==> config.mk <==
export PLATFORM = sky130hd
export DESIGN_NAME = mem_arbiter_flat
export DESIGN_NICKNAME = d
export VERILOG_FILES = /design/src/rtl/mem_arbiter_if.sv /design/src/rtl/mem_arbiter.sv /design/src/flat_wrapper.sv
export SDC_FILE = /design/constraint.sdc
export NUM_CORES = 1
export LEC_CHECK = 0
export BUFFER_PORTS_ARGS = -buffer_cell sky130_fd_sc_hd__buf_2
export CAP_MARGIN = 20
export CORE_MARGIN = 10
export CORE_UTILIZATION = 43
export DETAILED_ROUTE_END_ITERATION = 7
export GPL_TIMING_DRIVEN = 0
export PLACE_DENSITY = 0.66
export SLEW_MARGIN = 20
export SYNTH_ARGS = -nofsm -noshare
export SYNTH_HDL_FRONTEND = slang
export SYNTH_SLANG_ARGS = --single-unit
==> constraint.sdc <==
create_clock -name clk -period 3.5 [get_ports clk]
set_clock_uncertainty 0.1 [all_clocks]
set_input_delay 0.175 -clock clk [delete_from_list [all_inputs] [get_ports clk]]
set_output_delay 0.175 -clock clk [all_outputs]
set_load 0.03 [all_outputs]
==> src/rtl/mem_arbiter_if.sv <==
// Request/response bundle between the IF and MEM stages, the arbiter and the byte-wide RAM.
// The slave modport is the arbiter's view; the master modport is the requesters plus RAM.
interface mem_arbiter_if #(
   parameter int ADDR_W = 32
);
   logic              if_req;
   logic [ADDR_W-1:0] if_addr;
   logic              if_flush;
   logic              if_done;
   logic [31:0]       if_data;

   logic              mem_req;
   logic [ADDR_W-1:0] mem_addr;
   logic              mem_wr;
   logic [1:0]        mem_len;
   logic [31:0]       mem_wdata;
   logic              mem_done;
   logic [31:0]       mem_rdata;

   logic [7:0]        ram_din;
   logic [7:0]        ram_dout;
   logic [ADDR_W-1:0] ram_a;
   logic              ram_wr;

   modport slave (
      input  if_req, if_addr, if_flush,
      input  mem_req, mem_addr, mem_wr, mem_len, mem_wdata,
      input  ram_din,
      output if_done, if_data, mem_done, mem_rdata,
      output ram_dout, ram_a, ram_wr
   );

   modport master (
      output if_req, if_addr, if_flush,
      output mem_req, mem_addr, mem_wr, mem_len, mem_wdata,
      output ram_din,
      input  if_done, if_data, mem_done, mem_rdata,
      input  ram_dout, ram_a, ram_wr
   );
endinterface

==> src/rtl/mem_arbiter.sv <==
// Byte-serialising arbiter for the single RAM port: MEM loads/stores take priority over IF
// fetches; each access is split into byte cycles and reassembled little-endian.
module mem_arbiter #(
   parameter int ADDR_W = 32
) (
   input  logic          clk,
   input  logic          rst,
   input  logic          rdy,
   mem_arbiter_if.slave  bus
);

   typedef enum logic [1:0] {IDLE, BUSY, DONE} state_t;

   state_t            state;
   logic              owner_mem;
   logic              wr_q;
   logic [2:0]        n_q;
   logic [2:0]        cnt;
   logic [ADDR_W-1:0] base_q;
   logic [31:0]       wdata_q;
   logic [31:0]       rbuf;
   logic              fresh;

   logic              if_done_q;
   logic              mem_done_q;
   logic [31:0]       if_data_q;
   logic [31:0]       mem_rdata_q;
   logic [ADDR_W-1:0] ram_a_q;
   logic [7:0]        ram_dout_q;
   logic              ram_wr_q;

   logic [31:0]       next_buf;
   logic [1:0]        cap_idx;
   logic [2:0]        nxt;
   logic              last;

   function automatic logic [2:0] len_to_n(input logic [1:0] len);
      case (len)
         2'd1:    return 3'd1;
         2'd2:    return 3'd2;
         2'd3:    return 3'd4;
         default: return 3'd0;
      endcase
   endfunction

   function automatic logic [7:0] byte_sel(input logic [31:0] w, input logic [1:0] idx);
      return w[{idx, 3'b000} +: 8];
   endfunction

   // fresh marks the first cycle after cnt moved, the only cycle in which ram_din carries
   // byte cnt-1; a stall re-reads the RAM, so that byte is captured even while rdy is low.
   always_comb begin
      // NOTE: every always_comb output gets a default first so no latch can be inferred.
      next_buf = rbuf;
      cap_idx  = cnt[1:0] - 2'd1;
      if (fresh && !wr_q && cnt != 3'd0)
         next_buf[{cap_idx, 3'b000} +: 8] = bus.ram_din;
      nxt  = cnt + 3'd1;
      last = wr_q ? (cnt == n_q - 3'd1) : (cnt == n_q);
   end

   // NOTE: all state and registered outputs use non-blocking assignments in this one block.
   always_ff @(posedge clk) begin
      if (rst) begin
         state       <= IDLE;
         owner_mem   <= 1'b0;
         wr_q        <= 1'b0;
         n_q         <= '0;
         cnt         <= '0;
         base_q      <= '0;
         wdata_q     <= '0;
         rbuf        <= '0;
         fresh       <= 1'b0;
         if_done_q   <= 1'b0;
         mem_done_q  <= 1'b0;
         if_data_q   <= '0;
         mem_rdata_q <= '0;
         ram_a_q     <= '0;
         ram_dout_q  <= '0;
         ram_wr_q    <= 1'b0;
      end else if (!rdy) begin
         if (state == BUSY) begin
            rbuf  <= next_buf;
            fresh <= 1'b0;
         end
      end else begin
         case (state)
            IDLE: begin
               rbuf <= '0;
               cnt  <= '0;
               if (bus.mem_req && bus.mem_len != 2'd0) begin
                  state      <= BUSY;
                  owner_mem  <= 1'b1;
                  base_q     <= bus.mem_addr;
                  n_q        <= len_to_n(bus.mem_len);
                  wr_q       <= bus.mem_wr;
                  wdata_q    <= bus.mem_wdata;
                  fresh      <= 1'b1;
                  ram_a_q    <= bus.mem_addr;
                  ram_wr_q   <= bus.mem_wr;
                  ram_dout_q <= bus.mem_wdata[7:0];
               end else if (bus.if_req && !bus.if_flush) begin
                  state      <= BUSY;
                  owner_mem  <= 1'b0;
                  base_q     <= bus.if_addr;
                  n_q        <= 3'd4;
                  wr_q       <= 1'b0;
                  wdata_q    <= '0;
                  fresh      <= 1'b1;
                  ram_a_q    <= bus.if_addr;
                  ram_wr_q   <= 1'b0;
                  ram_dout_q <= '0;
               end
            end
            BUSY: begin
               if (!owner_mem && bus.if_flush) begin
                  state      <= IDLE;
                  fresh      <= 1'b0;
                  ram_a_q    <= '0;
                  ram_wr_q   <= 1'b0;
                  ram_dout_q <= '0;
               end else if (last) begin
                  state      <= DONE;
                  fresh      <= 1'b0;
                  ram_a_q    <= '0;
                  ram_wr_q   <= 1'b0;
                  ram_dout_q <= '0;
                  if (owner_mem) begin
                     mem_done_q <= 1'b1;
                     if (!wr_q) mem_rdata_q <= next_buf;
                  end else begin
                     if_done_q <= 1'b1;
                     if_data_q <= next_buf;
                  end
               end else begin
                  cnt   <= nxt;
                  rbuf  <= next_buf;
                  fresh <= 1'b1;
                  if (nxt < n_q) begin
                     ram_a_q    <= base_q + ADDR_W'(nxt);
                     ram_wr_q   <= wr_q;
                     ram_dout_q <= byte_sel(wdata_q, nxt[1:0]);
                  end else begin
                     ram_a_q    <= '0;
                     ram_wr_q   <= 1'b0;
                     ram_dout_q <= '0;
                  end
               end
            end
            DONE: begin
               if_done_q  <= 1'b0;
               mem_done_q <= 1'b0;
               state      <= IDLE;
            end
            default: state <= IDLE;
         endcase
      end
   end

   assign bus.if_done   = if_done_q;
   assign bus.if_data   = if_data_q;
   assign bus.mem_done  = mem_done_q;
   assign bus.mem_rdata = mem_rdata_q;
   assign bus.ram_a     = ram_a_q;
   assign bus.ram_dout  = ram_dout_q;
   // A stalled store byte must not be written while rdy is low, so the strobe is gated here.
   assign bus.ram_wr    = ram_wr_q & rdy;

endmodule

==> src/flat_wrapper.sv <==
// flat-port wrapper written by rule: the top's interface ports become plain ports
module mem_arbiter_flat 
#(
   parameter int ADDR_W = 32
)
  (clk, rst, rdy, bus_if_req, bus_if_addr, bus_if_flush, bus_mem_req, bus_mem_addr, bus_mem_wr, bus_mem_len, bus_mem_wdata, bus_ram_din, bus_if_done, bus_if_data, bus_mem_done, bus_mem_rdata, bus_ram_dout, bus_ram_a, bus_ram_wr);
  mem_arbiter_if #(.ADDR_W(ADDR_W)) bus_i ();
  input  logic clk;
  input  logic rst;
  input  logic rdy;
  input wire logic [$bits(bus_i.if_req)-1:0] bus_if_req;
  input wire logic [$bits(bus_i.if_addr)-1:0] bus_if_addr;
  input wire logic [$bits(bus_i.if_flush)-1:0] bus_if_flush;
  input wire logic [$bits(bus_i.mem_req)-1:0] bus_mem_req;
  input wire logic [$bits(bus_i.mem_addr)-1:0] bus_mem_addr;
  input wire logic [$bits(bus_i.mem_wr)-1:0] bus_mem_wr;
  input wire logic [$bits(bus_i.mem_len)-1:0] bus_mem_len;
  input wire logic [$bits(bus_i.mem_wdata)-1:0] bus_mem_wdata;
  input wire logic [$bits(bus_i.ram_din)-1:0] bus_ram_din;
  output wire logic [$bits(bus_i.if_done)-1:0] bus_if_done;
  output wire logic [$bits(bus_i.if_data)-1:0] bus_if_data;
  output wire logic [$bits(bus_i.mem_done)-1:0] bus_mem_done;
  output wire logic [$bits(bus_i.mem_rdata)-1:0] bus_mem_rdata;
  output wire logic [$bits(bus_i.ram_dout)-1:0] bus_ram_dout;
  output wire logic [$bits(bus_i.ram_a)-1:0] bus_ram_a;
  output wire logic [$bits(bus_i.ram_wr)-1:0] bus_ram_wr;
  assign bus_i.if_req = bus_if_req;
  assign bus_i.if_addr = bus_if_addr;
  assign bus_i.if_flush = bus_if_flush;
  assign bus_i.mem_req = bus_mem_req;
  assign bus_i.mem_addr = bus_mem_addr;
  assign bus_i.mem_wr = bus_mem_wr;
  assign bus_i.mem_len = bus_mem_len;
  assign bus_i.mem_wdata = bus_mem_wdata;
  assign bus_i.ram_din = bus_ram_din;
  assign bus_if_done = bus_i.if_done;
  assign bus_if_data = bus_i.if_data;
  assign bus_mem_done = bus_i.mem_done;
  assign bus_mem_rdata = bus_i.mem_rdata;
  assign bus_ram_dout = bus_i.ram_dout;
  assign bus_ram_a = bus_i.ram_a;
  assign bus_ram_wr = bus_i.ram_wr;
  mem_arbiter #(.ADDR_W(ADDR_W)) u_core (.clk(clk), .rst(rst), .rdy(rdy), .bus(bus_i));
endmodule
==> results.sh, run 1 <==
export IMPL_run_status="finished, final reports clean"
export IMPL_cts_tree="done"
export IMPL_use_met1_pct=26.16
export IMPL_syn_area_per_cell_um2=8.970
export IMPL_yosys_warnings=0
export IMPL_finalInstanceArea_um2=12550
export IMPL_dp_hpwl_mm=22.80
export IMPL_wl_mm=30.84
export IMPL_rsz0062_at_grt="no"
export IMPL_vias=9145
export IMPL_die_h_um=170.0
export IMPL_grt_max_degree=14
export IMPL_tightest_slew_ns=0.9289
export IMPL_final_cells=1683
export IMPL_synth_cell_types=53
export IMPL_drtPass1Iterations=5
export IMPL_timing_final_crit_share_pct=92.37
export IMPL_clkSinkCount=214
export IMPL_antenna_found_initial=0
export IMPL_wire_per_inst_um=18.32
export IMPL_crit_fanout=9
export IMPL_htree_levels=1
export IMPL_tns_ns=0
export IMPL_cts_buffers=23
export IMPL_place_inst=1577
export IMPL_syn_inst=1078
export IMPL_grt_usage_pct=20.38
export IMPL_drc=0
export IMPL_fin_nets=1518
export IMPL_dpl_worst_slack_ns=0.1281
export IMPL_postCtsSetupRepairBufs=0
export IMPL_ys_seq_area_share_pct=44.31
export IMPL_placed_area_um2=11120
export IMPL_synth_seq_cells=214
export IMPL_hold_viol=0
export IMPL_r2r_slack_ns=0.27
export IMPL_synth_edf_count=0
export IMPL_top_usage_layer="met2"
export IMPL_nFillCells=2020
export IMPL_syn_nets=1204
export IMPL_p_leak_nw=5.068
export IMPL_root_buffer="clkbuf_16"
export IMPL_critical_path_arrival_ns=3.55
export IMPL_drive_gt1_share_pct=22.95
export IMPL_fmax_mhz=309.3
export IMPL_grt_pass1_vias=9196
export IMPL_die_area_um2=28880
export IMPL_worst_setup_path_end_kind="flip-flop"
export IMPL_setup_worst_path_start_class="flip-flop"
export IMPL_synthArstFlopShare_pct=0
export IMPL_synth_top_area_share_pct=44.31
export IMPL_setup_viol=0
export IMPL_gr_total_overflow=0
export IMPL_synthTopCellsByArea="dfxtp_1, nor2_1, mux2i_1, o2bb2ai_2, a21oi_1"
export IMPL_placementRows=54
export IMPL_start_util_pct=44.03
export IMPL_drv_cap=0
export IMPL_cts_max_path_buffers=3
export IMPL_path_clk_slew_ns=0.06
export IMPL_period_minus_slack_ns=3.233
export IMPL_required_ns=3.82
export IMPL_path_class="reg2reg"
export IMPL_synth_flop_cell="dfxtp_1"
export IMPL_ff_latch_area_um2=4285
export IMPL_fin_ws_ns=0.2669
export IMPL_gp_congestion=0.8603
export IMPL_drt_iter0_drc=557
export IMPL_ios=220
export IMPL_maxSlewViolCount=0
export IMPL_min_path_type="in2reg"
export IMPL_maxSlewHeadroom_pct=37.60
export IMPL_syn_to_final_growth_pct=29.77
export IMPL_multi_input_area_um2=4990
export IMPL_placement_io_buffers=219
export IMPL_clock_latency_ns=0.52
export IMPL_vias_per_cell=5.434
export IMPL_vdd_drop_max_v=0.0003349
export IMPL_diodes=0
export IMPL_grt_pass1_wl_mm=48.45
export IMPL_die_w_um=170.0
export IMPL_met3_usage_pct=5.275
export IMPL_core_area_um2=21960
export IMPL_finish_utilization_pct=57.15
export IMPL_ant_nets=0
export IMPL_p_per_area_nw_per_um2=465.7
export IMPL_yosys_area_top_type="dfxtp_1"
export IMPL_netlist_area_um2=9669
export IMPL_grt_util_met2_pct=33.26
==> synthesized netlist by cell type (all sizes together) (3+ instances only) <==
cell,count
dfxtp,214
nor2,167
a21oi,87
nand2,63
a211oi,55
clkbuf,55
mux2i,45
a22oi,42
o21ai,38
nor3,36
o2bb2ai,32
and2,31
buf,29
nand2b,27
nand3,20
xnor2,20
nand4,13
ha,12
xor2,12
a221oi,10
inv,10
and3,9
mux4,8
nor4,6
and4,4
o22ai,4
or3,4
a31oi,3
mux2,3
==> path summary, 6_finish.rpt <==
check / from / to / cells past startpoint
max: u_core.cnt[0]$_SDFFE_PP0P_ / u_core.bus.ram_a[20]$_SDFFE_PP0P_ / 10
min reg2reg: u_core.bus.mem_rdata[18]$_SDFFE_PP0P_ / u_core.bus.mem_rdata[18]$_SDFFE_PP0P_ / 2
max reg2reg: u_core.cnt[0]$_SDFFE_PP0P_ / u_core.bus.ram_a[20]$_SDFFE_PP0P_ / 10
min: bus_mem_addr[6] / u_core.base_q[6]$_SDFFE_PP0P_ / 3
==> stage by stage <==
| step | total power, mW | hold WS, ns |
|---|---|---|
| 6_report | 5.844 | 0.01080 |
| 5_1_grt | 6.053 | 0.01572 |
| 4_1_cts | 5.870 | 0.0006550 |
| 3_5_place_dp | 3.414 | 0.3338 |
| 3_3_place_gp | 3.404 | 0.3232 |
| 2_1_floorplan | 3.142 | 0.2227 |
==> state kept, by name (all words and copies together), names as in the netlist <==
name	cells
u_core.fresh	1
u_core.owner_mem	1
u_core.rbuf	32
u_core.bus.mem_rdata	32
u_core.n_q	3
u_core.wr_q	1
u_core.bus.if_done	1
u_core.wdata_q	32
u_core.bus.ram_a	32
u_core.base_q	32
u_core.bus.mem_done	1
u_core.bus.if_data	32
u_core.bus.ram_dout	8
u_core.state	2
u_core.cnt	3
u_core.ram_wr_q	1
==> cell type report <==
type | instances | area share [%]
clock inverter | 5 | 0.6481
clock buffer | 31 | 5.145
multi-input combinational | 770 | 39.76
sequential | 214 | 34.15
timing repair buffer | 289 | 14.32
inverter | 10 | 0.2991
buffer | 84 | 2.882
tap | 280 | 2.792
==> logic make-up (layout without fill, tap and decap cells) <==
| family | Yosys count | count (layout) | share of synthesized area (%) |
|---|---|---|---|
| compound gates | 279 | 279 | 20.96 |
| fa+ha+maj | 13 | 13 | 1.760 |
| simple gates | 389 | 389 | 18.85 |
| xor+xnor | 33 | 33 | 3.131 |
| mux | 56 | 56 | 6.871 |
| flops | 214 | 214 | 44.31 |
| buf+inv | 94 | 419 | 4.115 |
==> layer usage <==
metal | routed length [um] | up-vias
li1 | - | 4483
met1 | 13360 | 4289
met2 | 14300 | 330
met3 | 2559 | 43
met4 | 614 | 0
met5 | 0 | -
==> placed cells by master (no fill, tap or decap), types with 12 or more instances in the layout <==
| cell type | n |
|---|---|
| buf_2 | 237 |
| dfxtp_1 | 213 |
| nor2_1 | 167 |
| a21oi_1 | 86 |
| dlygate4sd3_1 | 70 |
| nand2_1 | 63 |
| clkbuf_1 | 58 |
| a211oi_1 | 55 |
| mux2i_1 | 45 |
| a22oi_1 | 42 |
| o21ai_0 | 37 |
| nor3_1 | 36 |
| and2_1 | 30 |
| o2bb2ai_2 | 30 |
| nand2b_1 | 27 |
| clkbuf_16 | 23 |
| nand3_1 | 20 |
| xnor2_1 | 20 |
| nand4_1 | 13 |
| xor2_1 | 12 |
==> worst max-delay path, stage by stage, from the launching register on <==
cell and delay [ns]:
dfxtp_2 0.38, ha_1 0.22, nor2b_1 0.14, or2_2 0.32, ha_1 0.38, a21oi_1 0.12, or4b_2 0.76, nor3_1 0.21
xor2_1 0.18, a21oi_1 0.10, nor3_1 0.20
==> power by group <==
group | total (mW) | switching, mW | internal (mW)
Combinational | 0.813 | 0.497 | 0.316
Clock | 2.41 | 0.981 | 1.43
Sequential | 2.62 | 0.0818 | 2.54
==> repair_timing <==
item / CTS / global route
endpoints found under the hold margin: 65 / 0
endpoints found under the setup margin: 0 / 29
gates resized for setup: 0 / 4
hold buffers: 70 / 0
No activity file was read; power rests on OpenSTA's default activity.
==> inputs of run 2 (changes only) <==
--- a/config.mk
+++ b/config.mk
@@ -7,6 +7,7 @@
 export LEC_CHECK = 0
 export BUFFER_PORTS_ARGS = -buffer_cell sky130_fd_sc_hd__buf_2
 export CAP_MARGIN = 20
+export CORE_ASPECT_RATIO = 1.75
 export CORE_MARGIN = 10
 export CORE_UTILIZATION = 43
 export DETAILED_ROUTE_END_ITERATION = 7
==> run 2 against run 1 <==
Routed wire length is 1.9% higher. Hold slack worse by 0.0087 ns. Via count decreased by 1.0%. Sequential share of layout area increased by 0.36 points. Final cell count is 0.53% higher. First-iteration DRC count decreased by 25%. Die area grew 0.82%. Register-to-register slack worse by 0.02 ns. Flip-flop and latch count unchanged. Clock-buffer cell count down 3. Power down 2.7%. Non-clock buffer count decreased by 10.
==> results.sh, run 2 (synthesis results as in run 1) <==
export IMPL_run_status="finished, final reports clean"
export IMPL_switching_share_pct=27.14
export IMPL_rsz0062_at_grt="no"
export IMPL_grt_util_met2_pct=38.99
export IMPL_placement_io_buffers=219
export IMPL_switching_power_mw=1.543
export IMPL_fin_nets=1506
export IMPL_final_cell_mix="buf_2, dfxtp_1, nor2_1"
export IMPL_grt_pass1_vias=9371
export IMPL_placementRows=72
export IMPL_drtPass1Iterations=5
export IMPL_clkSinkCount=214
export IMPL_drive_gt1_share_pct=23.10
export IMPL_pwr_share_clk_pct=39.7
export IMPL_path_clk_slew_ns=0.07
export IMPL_tightest_slew_ns=0.8909
export IMPL_syn_to_final_growth_pct=28.38
export IMPL_seq_power_share_pct=46.0
export IMPL_drc=0
export IMPL_wl_mm=31.42
export IMPL_cts_max_path_buffers=3
export IMPL_ios=220
export IMPL_fin_ws_ns=0.2473
export IMPL_worst_setup_path_end_kind="flip-flop"
export IMPL_dpl_worst_slack_ns=0.08594
export IMPL_setup_viol=0
export IMPL_min_path_type="in2reg"
export IMPL_grt_usage_pct=20.60
export IMPL_crit_fanout=9
export IMPL_grt_max_degree=15
export IMPL_core_area_um2=22160
export IMPL_die_area_um2=29120
export IMPL_start_util_pct=43.63
export IMPL_dp_hpwl_mm=23.79
export IMPL_reg2reg_depth=10
export IMPL_antenna_found_initial=2
export IMPL_htree_levels=1
export IMPL_cts_tree="done"
export IMPL_startpoint="u_core.cnt[0]$_SDFFE_PP0P_"
export IMPL_hold_viol=0
export IMPL_gr_total_overflow=0
export IMPL_tns_ns=0
export IMPL_placed_area_um2=11140
export IMPL_die_h_um=218.4
export IMPL_drt_iter0_drc=420
export IMPL_maxSlewHeadroom_pct=40.11
export IMPL_setup_worst_path_start_class="flip-flop"
export IMPL_period_minus_slack_ns=3.253
export IMPL_vias_per_cell=5.350
export IMPL_min_path_cells=3
export IMPL_clock_latency_ns=0.51
export IMPL_required_ns=3.82
export IMPL_combPwrFrac_pct=14.2
export IMPL_fmax_mhz=307.4
export IMPL_cts_buffers=21
export IMPL_timing_final_crit_share_pct=92.93
export IMPL_hold_slack_ns=0.002084
export IMPL_use_met1_pct=21.21
export IMPL_ant_nets=0
export IMPL_wire_per_inst_um=18.57
export IMPL_finalInstanceArea_um2=12410
export IMPL_layout_commonest_cell="buf_2"
export IMPL_vdd_drop_max_v=0.0002983
export IMPL_top_usage_layer="met2"
export IMPL_p_int_mw=4.143
export IMPL_gp_congestion=0.8686
export IMPL_maxSlewViolCount=0
export IMPL_path_class="reg2reg"
export IMPL_reg2reg_from="u_core.cnt[0]$_SDFFE_PP0P_"
export IMPL_drv_cap=0
export IMPL_vias=9052
export IMPL_root_buffer="clkbuf_16"
export IMPL_hold_path_startpoint="bus_mem_addr[21]"
export IMPL_die_w_um=133.4
export IMPL_p_per_area_nw_per_um2=458.1
export IMPL_p_leak_nw=5.010
export IMPL_met3_usage_pct=3.698
export IMPL_grt_pass1_wl_mm=49.35
export IMPL_postCtsSetupRepairBufs=0
export IMPL_critical_path_arrival_ns=3.57
export IMPL_finish_utilization_pct=56.01
==> run 2: cell types whose count changed in the layout (fill, tap and decap cells not counted) <==
cell           before  now
dlygate4sd3_1      70   60
clkinv_2            1    7
clkbuf_16          23   21
clkbuf_8            4    2
diode_2             0    2
buf_1               8    7
clkbuf_1           58   59
clkbuf_2            1    2
clkinvlp_4          1    0
dfxtp_1           213  214
dfxtp_2             1    0
inv_6               1    0
==> run 2: path summary, 6_finish.rpt <==
check	endpoint	slack, ns
max	u_core.bus.ram_a[20]$_SDFFE_PP0P_	0.25
min	u_core.base_q[21]$_SDFFE_PP0P_	0.002
max reg2reg	u_core.bus.ram_a[20]$_SDFFE_PP0P_	0.25
min reg2reg	u_core.bus.mem_rdata[11]$_SDFFE_PP0P_	0.35
==> run 2: critical path, cell delays in order (launching register included) <==
cell and delay [ns]:
dfxtp_1 0.55, ha_1 0.22, nor2_1 0.05, or2_2 0.33, ha_1 0.38, a21oi_1 0.11
or4b_2 0.76, nor3_1 0.21, xor2_1 0.17, a21oi_1 0.10, nor3_1 0.18
==> run 2: layer usage <==
| metal | share of wire (%) | wire (um) | up-vias |
|---|---|---|---|
| li1 | - | - | 4455 |
| met1 | 36 | 11450 | 4185 |
| met2 | 53 | 16780 | 335 |
| met3 | 6.4 | 2006 | 77 |
| met4 | 3.8 | 1186 | 0 |
| met5 | 0 | 0 | - |
==> run 2: power groups by stage <==
stage / sequential [mW] / combinational (mW) / clock [mW]
6_report: 2.62 / 0.808 / 2.26
5_1_grt: 2.63 / 0.882 / 2.39
4_1_cts: 2.62 / 0.810 / 2.29
3_5_place_dp: 2.67 / 0.752 / 0
3_3_place_gp: 2.67 / 0.744 / 0
2_1_floorplan: 2.76 / 0.386 / 0
==> run 2: what timing repair did <==
action                     4_1_cts  5_1_grt
setup endpoints to repair        0       29
hold buffers                    60        0
resized for setup                0        5
hold endpoints to repair        60        0
==> run 2: layout make-up <==
class | instances | area (um^2)
fillers | 2119 | 9748
multi-input cells | 770 | 4990
flip-flops and latches | 214 | 4284
repair buffers | 279 | 1697
clock buffers | 28 | 571.8
well taps | 296 | 370.4
plain buffers | 84 | 362.8
clock inverters | 9 | 95.09
inverters | 10 | 37.54
diodes | 2 | 5.005
==> run 2: stage by stage <==
stage               power, mW  instances
floorplan               3.142       1078
global placement        3.412       1593
detailed placement      3.422       1593
CTS                     5.718       1690
global route            5.900       1692
finish                  5.686       1692
